$ cat src/rtl/wishbone_master_adapter_if.sv
// Bundles the CPU-side request/response signals and the Wishbone master bus
// signals of the adapter. The "master" modport is the adapter's view; the
// "slave" modport is the view of whatever drives the CPU side and answers on
// the Wishbone side.
interface wishbone_master_adapter_if;
    logic        cpu_req_i;
    logic        cpu_we_i;
    logic [31:0] cpu_addr_i;
    logic [31:0] cpu_wdata_i;
    logic [3:0]  cpu_sel_i;
    logic [31:0] cpu_rdata_o;
    logic        cpu_done_o;
    logic        cpu_err_o;
    logic        cpu_busy_o;
    logic [31:0] wb_addr_o;
    logic [31:0] wb_data_o;
    logic [31:0] wb_data_i;
    logic        wb_we_o;
    logic [3:0]  wb_sel_o;
    logic        wb_stb_o;
    logic        wb_cyc_o;
    logic        wb_ack_i;

    modport master (
        input  cpu_req_i, cpu_we_i, cpu_addr_i, cpu_wdata_i, cpu_sel_i,
        output cpu_rdata_o, cpu_done_o, cpu_err_o, cpu_busy_o,
        output wb_addr_o, wb_data_o, wb_we_o, wb_sel_o, wb_stb_o, wb_cyc_o,
        input  wb_data_i, wb_ack_i
    );

    modport slave (
        output cpu_req_i, cpu_we_i, cpu_addr_i, cpu_wdata_i, cpu_sel_i,
        input  cpu_rdata_o, cpu_done_o, cpu_err_o, cpu_busy_o,
        input  wb_addr_o, wb_data_o, wb_we_o, wb_sel_o, wb_stb_o, wb_cyc_o,
        output wb_data_i, wb_ack_i
    );
endinterface

$ cat src/rtl/wishbone_master_adapter.sv
// Single-outstanding CPU-to-Wishbone master adapter. A request accepted in
// IDLE is presented on the bus in BUS until the slave acknowledges or the
// timeout counter expires, then DONE produces a one-cycle completion pulse.
module wishbone_master_adapter #(
    parameter int unsigned TIMEOUT_CYCLES = 255
) (
    input  logic                      clk_i,
    input  logic                      rst,
    wishbone_master_adapter_if.master bus
);

    localparam logic [1:0] ST_IDLE = 2'd0;
    localparam logic [1:0] ST_BUS  = 2'd1;
    localparam logic [1:0] ST_DONE = 2'd2;

    // Counter value seen in the last BUS cycle allowed before giving up.
    localparam logic [15:0] TMO_LAST = 16'(TIMEOUT_CYCLES - 1);

    logic [1:0]  state;
    logic [15:0] tmo_cnt;
    logic        err_flag;
    logic [31:0] addr_q;
    logic [31:0] wdata_q;
    logic [31:0] rdata_q;
    logic        we_q;
    logic [3:0]  sel_q;

    // Request latch, bus-cycle sequencing, timeout counting and read capture.
    always_ff @(posedge clk_i) begin
        if (rst) begin
            state    <= ST_IDLE;
            tmo_cnt  <= 16'd0;
            err_flag <= 1'b0;
            addr_q   <= 32'd0;
            wdata_q  <= 32'd0;
            rdata_q  <= 32'd0;
            we_q     <= 1'b0;
            sel_q    <= 4'd0;
        end else begin
            case (state)
                ST_IDLE: begin
                    if (bus.cpu_req_i) begin
                        addr_q  <= bus.cpu_addr_i;
                        wdata_q <= bus.cpu_wdata_i;
                        we_q    <= bus.cpu_we_i;
                        sel_q   <= bus.cpu_sel_i;
                        tmo_cnt <= 16'd0;
                        state   <= ST_BUS;
                    end
                end
                ST_BUS: begin
                    if (bus.wb_ack_i) begin
                        err_flag <= 1'b0;
                        state    <= ST_DONE;
                        if (!we_q) begin
                            rdata_q <= bus.wb_data_i;
                        end
                    end else if (tmo_cnt == TMO_LAST) begin
                        err_flag <= 1'b1;
                        state    <= ST_DONE;
                    end else begin
                        tmo_cnt <= tmo_cnt + 16'd1;
                    end
                end
                ST_DONE: begin
                    state <= ST_IDLE;
                end
                default: begin
                    state <= ST_IDLE;
                end
            endcase
        end
    end

    assign bus.wb_addr_o   = addr_q;
    assign bus.wb_data_o   = wdata_q;
    assign bus.wb_we_o     = we_q;
    assign bus.wb_sel_o    = sel_q;
    assign bus.wb_cyc_o    = (state == ST_BUS);
    assign bus.wb_stb_o    = (state == ST_BUS);
    assign bus.cpu_rdata_o = rdata_q;
    assign bus.cpu_done_o  = (state == ST_DONE);
    assign bus.cpu_err_o   = (state == ST_DONE) && err_flag;
    assign bus.cpu_busy_o  = (state != ST_IDLE);

endmodule

$ cat src/flat_wrapper.sv
// flat-port wrapper written by rule: the top's interface ports become plain ports
module wishbone_master_adapter_flat 
#(
    parameter int unsigned TIMEOUT_CYCLES = 255
)
  (clk_i, rst, bus_cpu_req_i, bus_cpu_we_i, bus_cpu_addr_i, bus_cpu_wdata_i, bus_cpu_sel_i, bus_cpu_rdata_o, bus_cpu_done_o, bus_cpu_err_o, bus_cpu_busy_o, bus_wb_addr_o, bus_wb_data_o, bus_wb_we_o, bus_wb_sel_o, bus_wb_stb_o, bus_wb_cyc_o, bus_wb_data_i, bus_wb_ack_i);
  wishbone_master_adapter_if bus_i ();
  input  logic clk_i;
  input  logic rst;
  input wire logic [$bits(bus_i.cpu_req_i)-1:0] bus_cpu_req_i;
  input wire logic [$bits(bus_i.cpu_we_i)-1:0] bus_cpu_we_i;
  input wire logic [$bits(bus_i.cpu_addr_i)-1:0] bus_cpu_addr_i;
  input wire logic [$bits(bus_i.cpu_wdata_i)-1:0] bus_cpu_wdata_i;
  input wire logic [$bits(bus_i.cpu_sel_i)-1:0] bus_cpu_sel_i;
  output wire logic [$bits(bus_i.cpu_rdata_o)-1:0] bus_cpu_rdata_o;
  output wire logic [$bits(bus_i.cpu_done_o)-1:0] bus_cpu_done_o;
  output wire logic [$bits(bus_i.cpu_err_o)-1:0] bus_cpu_err_o;
  output wire logic [$bits(bus_i.cpu_busy_o)-1:0] bus_cpu_busy_o;
  output wire logic [$bits(bus_i.wb_addr_o)-1:0] bus_wb_addr_o;
  output wire logic [$bits(bus_i.wb_data_o)-1:0] bus_wb_data_o;
  output wire logic [$bits(bus_i.wb_we_o)-1:0] bus_wb_we_o;
  output wire logic [$bits(bus_i.wb_sel_o)-1:0] bus_wb_sel_o;
  output wire logic [$bits(bus_i.wb_stb_o)-1:0] bus_wb_stb_o;
  output wire logic [$bits(bus_i.wb_cyc_o)-1:0] bus_wb_cyc_o;
  input wire logic [$bits(bus_i.wb_data_i)-1:0] bus_wb_data_i;
  input wire logic [$bits(bus_i.wb_ack_i)-1:0] bus_wb_ack_i;
  assign bus_i.cpu_req_i = bus_cpu_req_i;
  assign bus_i.cpu_we_i = bus_cpu_we_i;
  assign bus_i.cpu_addr_i = bus_cpu_addr_i;
  assign bus_i.cpu_wdata_i = bus_cpu_wdata_i;
  assign bus_i.cpu_sel_i = bus_cpu_sel_i;
  assign bus_cpu_rdata_o = bus_i.cpu_rdata_o;
  assign bus_cpu_done_o = bus_i.cpu_done_o;
  assign bus_cpu_err_o = bus_i.cpu_err_o;
  assign bus_cpu_busy_o = bus_i.cpu_busy_o;
  assign bus_wb_addr_o = bus_i.wb_addr_o;
  assign bus_wb_data_o = bus_i.wb_data_o;
  assign bus_wb_we_o = bus_i.wb_we_o;
  assign bus_wb_sel_o = bus_i.wb_sel_o;
  assign bus_wb_stb_o = bus_i.wb_stb_o;
  assign bus_wb_cyc_o = bus_i.wb_cyc_o;
  assign bus_i.wb_data_i = bus_wb_data_i;
  assign bus_i.wb_ack_i = bus_wb_ack_i;
  wishbone_master_adapter #(.TIMEOUT_CYCLES(TIMEOUT_CYCLES)) u_core (.clk_i(clk_i), .rst(rst), .bus(bus_i));
endmodule
$ cat config.mk
export PLATFORM = sky130hd
export DESIGN_NAME = wishbone_master_adapter_flat
export DESIGN_NICKNAME = d
export VERILOG_FILES = /design/src/rtl/wishbone_master_adapter_if.sv /design/src/rtl/wishbone_master_adapter.sv /design/src/flat_wrapper.sv
export SDC_FILE = /design/constraint.sdc
export NUM_CORES = 1
export LEC_CHECK = 0
export BUFFER_PORTS_ARGS = -buffer_cell sky130_fd_sc_hd__buf_2
export CAP_MARGIN = 20
export CELL_PAD_IN_SITES_DETAIL_PLACEMENT = 0
export CELL_PAD_IN_SITES_GLOBAL_PLACEMENT = 2
export CORE_UTILIZATION = 28
export CTS_BUF_LIST = sky130_fd_sc_hd__clkbuf_8
export DETAILED_ROUTE_END_ITERATION = 10
export PLACE_DENSITY = 0.9
export SYNTH_ARGS = -nofsm -noshare
export SYNTH_HDL_FRONTEND = slang
export SYNTH_SLANG_ARGS = --single-unit
$ cat constraint.sdc
create_clock -name clk_i -period 3.8 [get_ports clk_i]
set_input_delay 0.38 -clock clk_i [delete_from_list [all_inputs] [get_ports clk_i]]
set_output_delay 0.38 -clock clk_i [all_outputs]
set_load 0.01 [all_outputs]
== Word-level counts from Yosys, hierarchy flattened ==
Index checks and enable logic that the tools add are counted.
Operators by class
  add/subtract/negate cells: 1
  multipliers: 0
  divide/modulo/power cells: 0
  magnitude comparators: 0
  equality and inequality tests: 7
  shift-type cells: 0
  multiplexer cells: 10
  bitwise logic cells: 1
  reduce and logical (&&, ||, !) cells: 10
Operator list (count)
  $mux W16: 3
  $pmux W16 S2: 1
  $add A16 B1 Y16 const B: 1
  $eq A16 B8 Y1 const B: 1
  $mux W2: 3
  $ne A2 B2 Y1 const B: 3
  $reduce_and A2 Y1: 3
  $reduce_bool A2 Y1: 3
  $pmux W2 S2: 1
  $reduce_and A4 Y1: 1
  $ne A3 B1 Y1 const B: 1
  $reduce_and A3 Y1: 1
  $eq A2 B1 Y1 const B: 1
  $eq A2 B2 Y1 const B: 1
  $logic_not A2 Y1: 1
  $mux W1: 2
  $logic_and A1 B1 Y1: 1
  $not A1 Y1: 1
Storage, ports and cells
  register bits: 120
  latch bits: 0
  memory bits (writable): 0
  ROM bits: 0
  output and inout port bits: 106
  logic and storage cells: 37
  memories: 0

== Logic depth before layout (Yosys ltp) ==
Gate-level depths: netlist of the first run.
  depth in word-level cells: 4
  mapped depth: 7
  gate-level depth less buffers: 6

== Worst setup path before layout of the first run ==
OpenSTA, ideal clock, no wires.
  kind: register -> register
  start: register u_core.tmo_cnt[0]
  end: register u_core.tmo_cnt[6]
  arrival time: 1.743 ns
  data required time: 3.677 ns
  slack: 1.934 ns
  cell stages (with the launch flop): 8
  path buffers: 1
  path through: dfxtp_1 > inv_1 > ha_1 > and4b_1 > and4_1 > buf_2 > nor4_1 > mux2_1
On the way
  cells in the longest elaborated chain, start to end: 4
  elaborated cells between the ends (all ways): 7
  those cells by class: 1 x add/sub; 2 x eq/ne; 3 x mux; 1 x reduce/logical
Ends and longest elaborated chain
  from (decl): line wishbone_master_adapter.sv:20  | logic [15:0] tmo_cnt;
  from (signal assigned): line wishbone_master_adapter.sv:62  | tmo_cnt <= tmo_cnt + 16'd1;
  $add A16 B1 Y16: line wishbone_master_adapter.sv:62
  $mux W16: line wishbone_master_adapter.sv:58  | end else if (tmo_cnt == TMO_LAST) begin
  $mux W16: line wishbone_master_adapter.sv:52  | if (bus.wb_ack_i) begin
  $pmux W16 S2: line wishbone_master_adapter.sv:40  | case (state)
Parallel ways exist; a longest one is shown, timed or not. The select of a mux whose other input is x is not followed.
A chain may end at the register's enable or synchronous reset.

== Worst setup path in the final report of the first run ==
  start: register u_core.state[1]
  end: register u_core.tmo_cnt[2]
On the way
  cells in the longest elaborated chain, start to end: 3
  elaborated cells between the ends (all ways): 8
  those cells by class: 4 x eq/ne; 1 x mux; 3 x reduce/logical
Ends and longest elaborated chain
  from (decl): line wishbone_master_adapter.sv:19  | logic [1:0] state;
  from (signal assigned): line wishbone_master_adapter.sv:31  | state <= ST_IDLE;
  from (signal assigned): line wishbone_master_adapter.sv:48  | state <= ST_BUS;
  from (signal assigned): line wishbone_master_adapter.sv:54  | state <= ST_DONE;
  $eq A2 B1 Y1 / $logic_not A2 Y1 (equally long branches): line wishbone_master_adapter.sv:40
  $ne A2 B2 Y1 (no source line) / $reduce_bool A2 Y1 (equally long branches)
  $reduce_and A4 Y1 (no source line)
Parallel ways exist; a longest one is shown, timed or not.

==> results of run 1 <==
## metal layers
| metal | part of all wire | routed length, um |
|---|---|---|
| met5 | 0 | 0 |
| met4 | 0.013 | 165 |
| met3 | 0.085 | 1100 |
| met2 | 0.47 | 6100 |
| met1 | 0.43 | 5620 |
## per-stage QoR
| stage | total power [mW] | utilization |
|---|---|---|
| 3_5_place_dp | 1.70 | 0.363 |
| 5_1_grt | 3.01 | 0.392 |
| 6_report | 2.86 | 0.392 |
| 4_1_cts | 2.90 | 0.389 |
| 3_3_place_gp | 1.69 | 0.363 |
| 2_1_floorplan | 1.54 | - |
## power by group through the flow
stage	registers, mW	logic [mW]	clock network (mW)
5_1_grt	1.35	0.362	1.29
6_report	1.35	0.324	1.19
4_1_cts	1.35	0.324	1.23
3_5_place_dp	1.38	0.324	0
3_3_place_gp	1.37	0.318	0
2_1_floorplan	1.40	0.142	0
## placed cells by master (no fill, tap or decap), types with 6 or more instances in the layout
cell and n:
sky130_fd_sc_hd__buf_2 209, sky130_fd_sc_hd__nand2_1 207, sky130_fd_sc_hd__dfxtp_1 120, sky130_fd_sc_hd__a21oi_1 106, sky130_fd_sc_hd__clkbuf_8 20, sky130_fd_sc_hd__inv_1 11
sky130_fd_sc_hd__o211ai_1 10, sky130_fd_sc_hd__nor2_1 8, sky130_fd_sc_hd__nand3_1 8, sky130_fd_sc_hd__nand4_1 6
## kinds of logic after synthesis
| logic type | Yosys count | synth area share |
|---|---|---|
| compound gates | 140 | 0.168 |
| fa+ha+maj | 2 | 0.00546 |
| buf+inv | 50 | 0.0453 |
| flops | 120 | 0.524 |
| mux | 1 | 0.00246 |
| simple gates | 264 | 0.255 |
## worst min path at each step
stage	from	to	slack [ps]	cells past startpoint
floorplan	bus_wb_ack_i	u_core.err_flag$_SDFFE_PP0P_	480	1
global route	bus_wb_data_i[21]	u_core.bus.cpu_rdata_o[21]$_SDFFE_PP0P_	140	3
finish	bus_wb_data_i[13]	u_core.bus.cpu_rdata_o[13]$_SDFFE_PP0P_	180	3
detailed placement	u_core.bus.cpu_rdata_o[17]$_SDFFE_PP0P_	u_core.bus.cpu_rdata_o[17]$_SDFFE_PP0P_	440	2
CTS	bus_wb_data_i[21]	u_core.bus.cpu_rdata_o[21]$_SDFFE_PP0P_	140	3
global placement	u_core.bus.wb_sel_o[2]$_SDFFE_PP0P_	u_core.bus.wb_sel_o[2]$_SDFFE_PP0P_	440	2
## cell type report
cell class | instances | area, um^2
Clock buffer | 20 | 275
Clock inverter | 12 | 140
Fill cell | 1707 | 9690
Inverter | 12 | 45.0
Multi-Input combinational cell | 407 | 1990
Sequential cell | 120 | 2400
Tap cell | 216 | 270
Timing Repair Buffer | 216 | 1130
## flip-flops by register name (all words and copies together), names as in the netlist
name and count:
u_core.bus.cpu_rdata_o 32, u_core.bus.wb_addr_o 32, u_core.bus.wb_data_o 32, u_core.bus.wb_sel_o 4, u_core.bus.wb_we_o 1, u_core.err_flag 1
u_core.state 2, u_core.tmo_cnt 16
## worst register-to-register path, delay by kind of cell (launching register included)
family                 cells  cell delay [ps]
flip-flops                 1              440
AO/OA/AOI/OAI              2              480
buffers and inverters      1              490
AND/OR/NAND/NOR            2              670
==> out/metrics.csv, run 1 <==
metric,value,unit
run status,"complete, no violations",
Post-synth EDFFs,0,
Max Clock Skew,6.62,ps
largest cells by area after synthesis,"sky130_fd_sc_hd__dfxtp_1, sky130_fd_sc_hd__nand2_1, sky130_fd_sc_hd__a21oi_1",
post-synthesis cell count,577,
flip-flop and latch count after synthesis,120,
wire length of the first global-routing pass,19.7,mm
Die Wd,130,um
critical path's largest stage delay,570,ps
Resize count post-CTS,0,
synthesis-to-finish area growth,36.3,%
worst slack after detailed placement,1430,ps
main flop type after synthesis,sky130_fd_sc_hd__dfxtp_1,
combined global-route utilization of all metal layers,0.150,
Via-to-Cell Ratio,4.58,
highest attainable clock frequency,0.463,GHz
"number of standard cells in the layout, taps in and fillers out",1003,
routed wire length,13.0,mm
CTS H-tree lvls,4,
max-capacitance violation count,0,
Final min period,2160,ps
number of buffers created by CTS,17,
syn avg cell area,7.95,um^2
global routing usage on met1,0.169,
HPWL after detailed placement,9.05,mm
total negative setup slack,0,ps
area post-placement,5790,um^2
antenna diode count,0,
sequential share of the synthesized area,0.524,
headroom to the max-slew limit,0.492,
number of search-and-repair iterations in the first detailed-routing pass,4,
FP Rows,46,
syn_nets,684,
maximum count of clock buffers along a single path,2,
crit path to,u_core.tmo_cnt[2]$_SDFFE_PP0P_,
leakage power summed over all cells,2.74,nW
vias,4593,
Final Cell Area,6250,um^2
unrepaired setup endpoints after global routing,no,
category of the worst setup path capture point,register,
number of nets in the finished design,881,
part of the power in registers,0.472,
count of buffers inserted at the top-level ports,210,
ordered cell list for the critical path,nor2_1 -> nand2_2 -> buf_4 -> o21ai_1 -> a211oi_1,
core area,15900,um^2
standard cell with the maximum stage delay on the critical path,sky130_fd_sc_hd__nand2_2,
met2 capacity usage during global routing,0.252,
share of post-route cells with drive strength above 1,0.325,
die footprint,16900,um^2
largest net degree at the start of global routing,66,
worst-case reg-to-reg path depth,5,
first element of the critical path,u_core.state[1]$_SDFFE_PP0P_,
arrival time worst endpoint,2500,ps
DP Cell Count,969,
path category of the worst min-delay check,in -> reg,
terminus of the critical flop-to-flop path,u_core.tmo_cnt[2]$_SDFFE_PP0P_,
Bufs and invs on worst path,1,
cell chosen for the clock root,sky130_fd_sc_hd__clkbuf_8,
starting density of the core,0.288,
cts-stage hold buffer count,0,
met3 usage in global routing,0.0615,
R2R Path Start,u_core.state[1]$_SDFFE_PP0P_,
Final Wtd Congestion,0.774,
category of cells accounting for the largest share of critical-path delay,simple AND/OR/NAND/NOR gates,
critical path startpoint category,register,
global-route congestion overflow total,0,
number of antenna-violating nets in the routed design,0,
Skew-Pair Late Insertion Delay,420,ps
CP Data Required Time,4140,ps
die boundary height,130,um
number of distinct library cell variants in the gate-level netlist after synthesis,45,
clock edge transition at the registers on the reported setup and hold paths,80,ps
total standard cell area after synthesis,4590,um^2
average routed wire per standard cell,12.9,um
number of max-slew violations in the final report,0,
register-to-register path setup slack,1640,ps
commonest cells in the netlist,"sky130_fd_sc_hd__nand2_1, sky130_fd_sc_hd__dfxtp_1, sky130_fd_sc_hd__a21oi_1",
"count leader, synth",sky130_fd_sc_hd__nand2_1,
final clock period utilization by the worst path,0.568,
antenna violations before repair,0,
final-report setup violation count,0,
clock sink count,120,
proportion of register bits with asynchronous set or reset after synthesis,0,
slew of the pin with the lowest slew margin,759,ps
most congested layer reported by global routing,met2,
share of power burned in combinational logic,0.113,
area share of the leading cell type in the synthesized netlist,0.524,
hold violation count in the final report,0,
worst-path maximum fanout,40,
number of ports placed on the die boundary,211,
PnR worst setup slack,1640,ps
Levels on crit path,5,
power dissipated by switching net loads,765,uW
via count of the first global-routing pass,4144,
post-CTS setup repair buffer count,0,
TritonCTS clock tree,yes,
top cell type by total area after synthesis,sky130_fd_sc_hd__dfxtp_1,
worst supply voltage drop on vdd,0.000189,V
post-route worst hold slack,178,ps
clock group share of total power,0.415,
count of yosys warnings during synthesis,0,
worst setup path class,reg -> reg,
switching power as a share of total power,0.268,
Detailed Route Iter0 Violations,150,
power density over cell area,457,nW/um^2
drc violations,0,
internal power,2.09,mW
Power figures use the tool's default switching activity.
==> inputs of run 2 (changes only) <==
CORE_UTILIZATION = 26   (was 28)
PLACE_DENSITY = 0.84   (was 0.9)
clock period = 2.1 ns   (was 3.8 ns; I/O delays follow)
==> run 2 against run 1 <==
  * Register-to-register slack worse by 1500 ps
  * Final cell count up 12%
  * Flip-flop and latch count is the same
  * Combinational power rose by 130%
  * Critical path depth grew 1
  * Clock power up 85%
  * Critical path type unchanged
  * Largest power group unchanged
  * Total power rose by 89%
  * Largest cell class unchanged
==> out/metrics.csv, run 2 (synthesized netlist as in run 1, its figures left out) <==
metric,value,unit,change
run status,"complete, no violations",,
Final min period,1990,ps,-166 ps
Final Wtd Congestion,0.814,,+5.1%
arrival time worst endpoint,2350,ps,-150 ps
starting density of the core,0.266,,-0.0216
CTS H-tree lvls,4,,unchanged
Final Power,5.39,mW,+89%
leakage power summed over all cells,3.24,nW,+18%
final-report setup violation count,0,,unchanged
highest attainable clock frequency,0.502,GHz,+8.3%
critical path startpoint category,register,,
final clock period utilization by the worst path,0.949,,+0.381
"leading cell types in the layout, fill and taps excluded","sky130_fd_sc_hd__buf_2, sky130_fd_sc_hd__nand2_1, sky130_fd_sc_hd__dfxtp_1",,
core area,17200,um^2,+8.1%
path category of the worst min-delay check,in -> reg,,
number of nets in the finished design,994,,+13%
Bufs and invs on worst path,1,,unchanged
category of cells accounting for the largest share of critical-path delay,simple AND/OR/NAND/NOR gates,,
wire length of the first global-routing pass,23.2,mm,+18%
max-capacitance violation count,0,,unchanged
Via-to-Cell Ratio,4.43,,-3.4%
largest net degree at the start of global routing,70,,+6.1%
count of buffers inserted at the top-level ports,210,,unchanged
standard cell with the maximum stage delay on the critical path,sky130_fd_sc_hd__or4_1,,
slew of the pin with the lowest slew margin,609,ps,-150 ps
CP Data Required Time,2450,ps,-1690 ps
vias,4979,,+8.4%
clock sink count,120,,unchanged
worst setup path class,reg -> reg,,
maximum count of clock buffers along a single path,2,,unchanged
hold violation count in the final report,0,,unchanged
number of fill cells,1711,,+0.23%
number of buffers created by CTS,17,,unchanged
"leading cell type in the layout, fill and taps excluded",sky130_fd_sc_hd__buf_2,,
most congested layer reported by global routing,met2,,
power density over cell area,732,nW/um^2,+60%
global routing usage on met1,0.196,,+0.0274
Skew-Pair Late Insertion Delay,430,ps,about the same
met3 usage in global routing,0.0499,,-0.0116
unrepaired setup endpoints after global routing,no,,
Max Clock Skew,10.3,ps,+3.71 ps
number of max-slew violations in the final report,0,,unchanged
global-route congestion overflow total,0,,unchanged
drc violations,0,,unchanged
number of search-and-repair iterations in the first detailed-routing pass,4,,unchanged
total area of multi-input combinational cells,2000,um^2,+0.50%
via count of the first global-routing pass,4785,,+15%
met2 capacity usage during global routing,0.262,,+0.00975
headroom to the max-slew limit,0.594,,+0.102
total negative setup slack,0,ps,unchanged
antenna violations before repair,0,,unchanged
worst supply voltage drop on vdd,0.000358,V,+89%
share of post-route cells with drive strength above 1,0.297,,-0.0286
antenna diode count,0,,unchanged
average routed wire per standard cell,12.9,um,-0.18%
synthesis-to-finish area growth,60.5,%,
worst-path maximum fanout,10,,-75%
cell chosen for the clock root,sky130_fd_sc_hd__clkbuf_8,,
die boundary height,135,um,+3.7%
clock edge transition at the registers on the reported setup and hold paths,70,ps,about the same
number of ports placed on the die boundary,211,,unchanged
FP Rows,48,,+4.3%
HPWL after detailed placement,9.03,mm,-0.30%
ordered cell list for the critical path,inv_1 -> ha_1 -> and4b_1 -> and4_1 -> or4_1 -> a31oi_1,,
routed wire length,14.5,mm,+12%
Register Area,2400,um^2,unchanged
TritonCTS clock tree,yes,,
post-CTS setup repair buffer count,0,,unchanged
number of antenna-violating nets in the routed design,0,,unchanged
Die Wd,135,um,+3.7%
critical path's largest stage delay,500,ps,-70 ps
Detailed Route Iter0 Violations,174,,+16%
die footprint,18200,um^2,+7.6%
category of the worst setup path capture point,register,,
combined global-route utilization of all metal layers,0.162,,+0.0118
[run 2: cell types whose count changed in the layout (fill, tap and decap cells not counted), sizes merged]
cell / before / now
dlygate4sd3: 0 / 101
buf: 216 / 228
clkinvlp: 3 / 1
bufinv: 2 / 3
clkbuf: 20 / 21
[run 2: power breakdown]
group	internal, mW	total [mW]	switching [mW]
registers	2.38	2.44	0.0531
logic	0.365	0.749	0.384
clock network	1.28	2.20	0.922
total	4.03	5.39	1.36
[run 2: layout make-up]
cell class | instances | area share
sequential | 120 | 0.326
clock buffer | 21 | 0.0393
timing repair buffer | 329 | 0.301
tap | 225 | 0.0383
inverter | 12 | 0.00612
multi-input combinational | 407 | 0.272
clock inverter | 11 | 0.0175
[run 2: timing repair]
item,in CTS,in global routing
endpoints found under the setup margin,0,2
gates resized for setup,0,2
hold buffers,101,0
endpoints found under the hold margin,101,0
[run 2: metal layers]
metal | up-vias | routed length (um)
li1 | 2563 | -
met1 | 2225 | 6640
met2 | 169 | 6560
met3 | 22 | 994
met4 | 0 | 340
met5 | - | 0
[run 2: path summary, 6_finish.rpt]
check	startpoint	to	slack, ps	cells after the start
setup reg to reg	u_core.tmo_cnt[0]$_SDFFE_PP0P_	u_core.tmo_cnt[5]$_SDFFE_PP0P_	110	6
hold reg to reg	u_core.bus.wb_addr_o[25]$_SDFFE_PP0P_	u_core.bus.wb_addr_o[25]$_SDFFE_PP0P_	450	2
hold / removal	bus_wb_ack_i	u_core.err_flag$_SDFFE_PP0P_	70	2
setup / recovery	u_core.tmo_cnt[0]$_SDFFE_PP0P_	u_core.tmo_cnt[5]$_SDFFE_PP0P_	110	6
[run 2: worst register-to-register path, delay by kind of cell, from the launching register on]
| family | cells | cell delay (ps) |
|---|---|---|
| DFF | 1 | 390 |
| and+or+nand+nor | 3 | 1060 |
| buffers and inverters | 1 | 90 |
| adders and majority gates | 1 | 220 |
| AOI/OAI and AO/OA | 1 | 160 |
[run 2: stage by stage]
stage | util | instance area [um^2] | setup WS, ps | cells | hold WS, ps
global route | 0.427 | 7360 | 9.69 | 1125 | 62.7
detailed placement | 0.343 | 5920 | 120 | 992 | 443
CTS | 0.426 | 7350 | 92.0 | 1125 | 38.5
global placement | 0.343 | 5920 | 128 | 992 | 440
finish | 0.427 | 7360 | 107 | 1125 | 71.3
floorplan | - | 4590 | 234 | 577 | 308
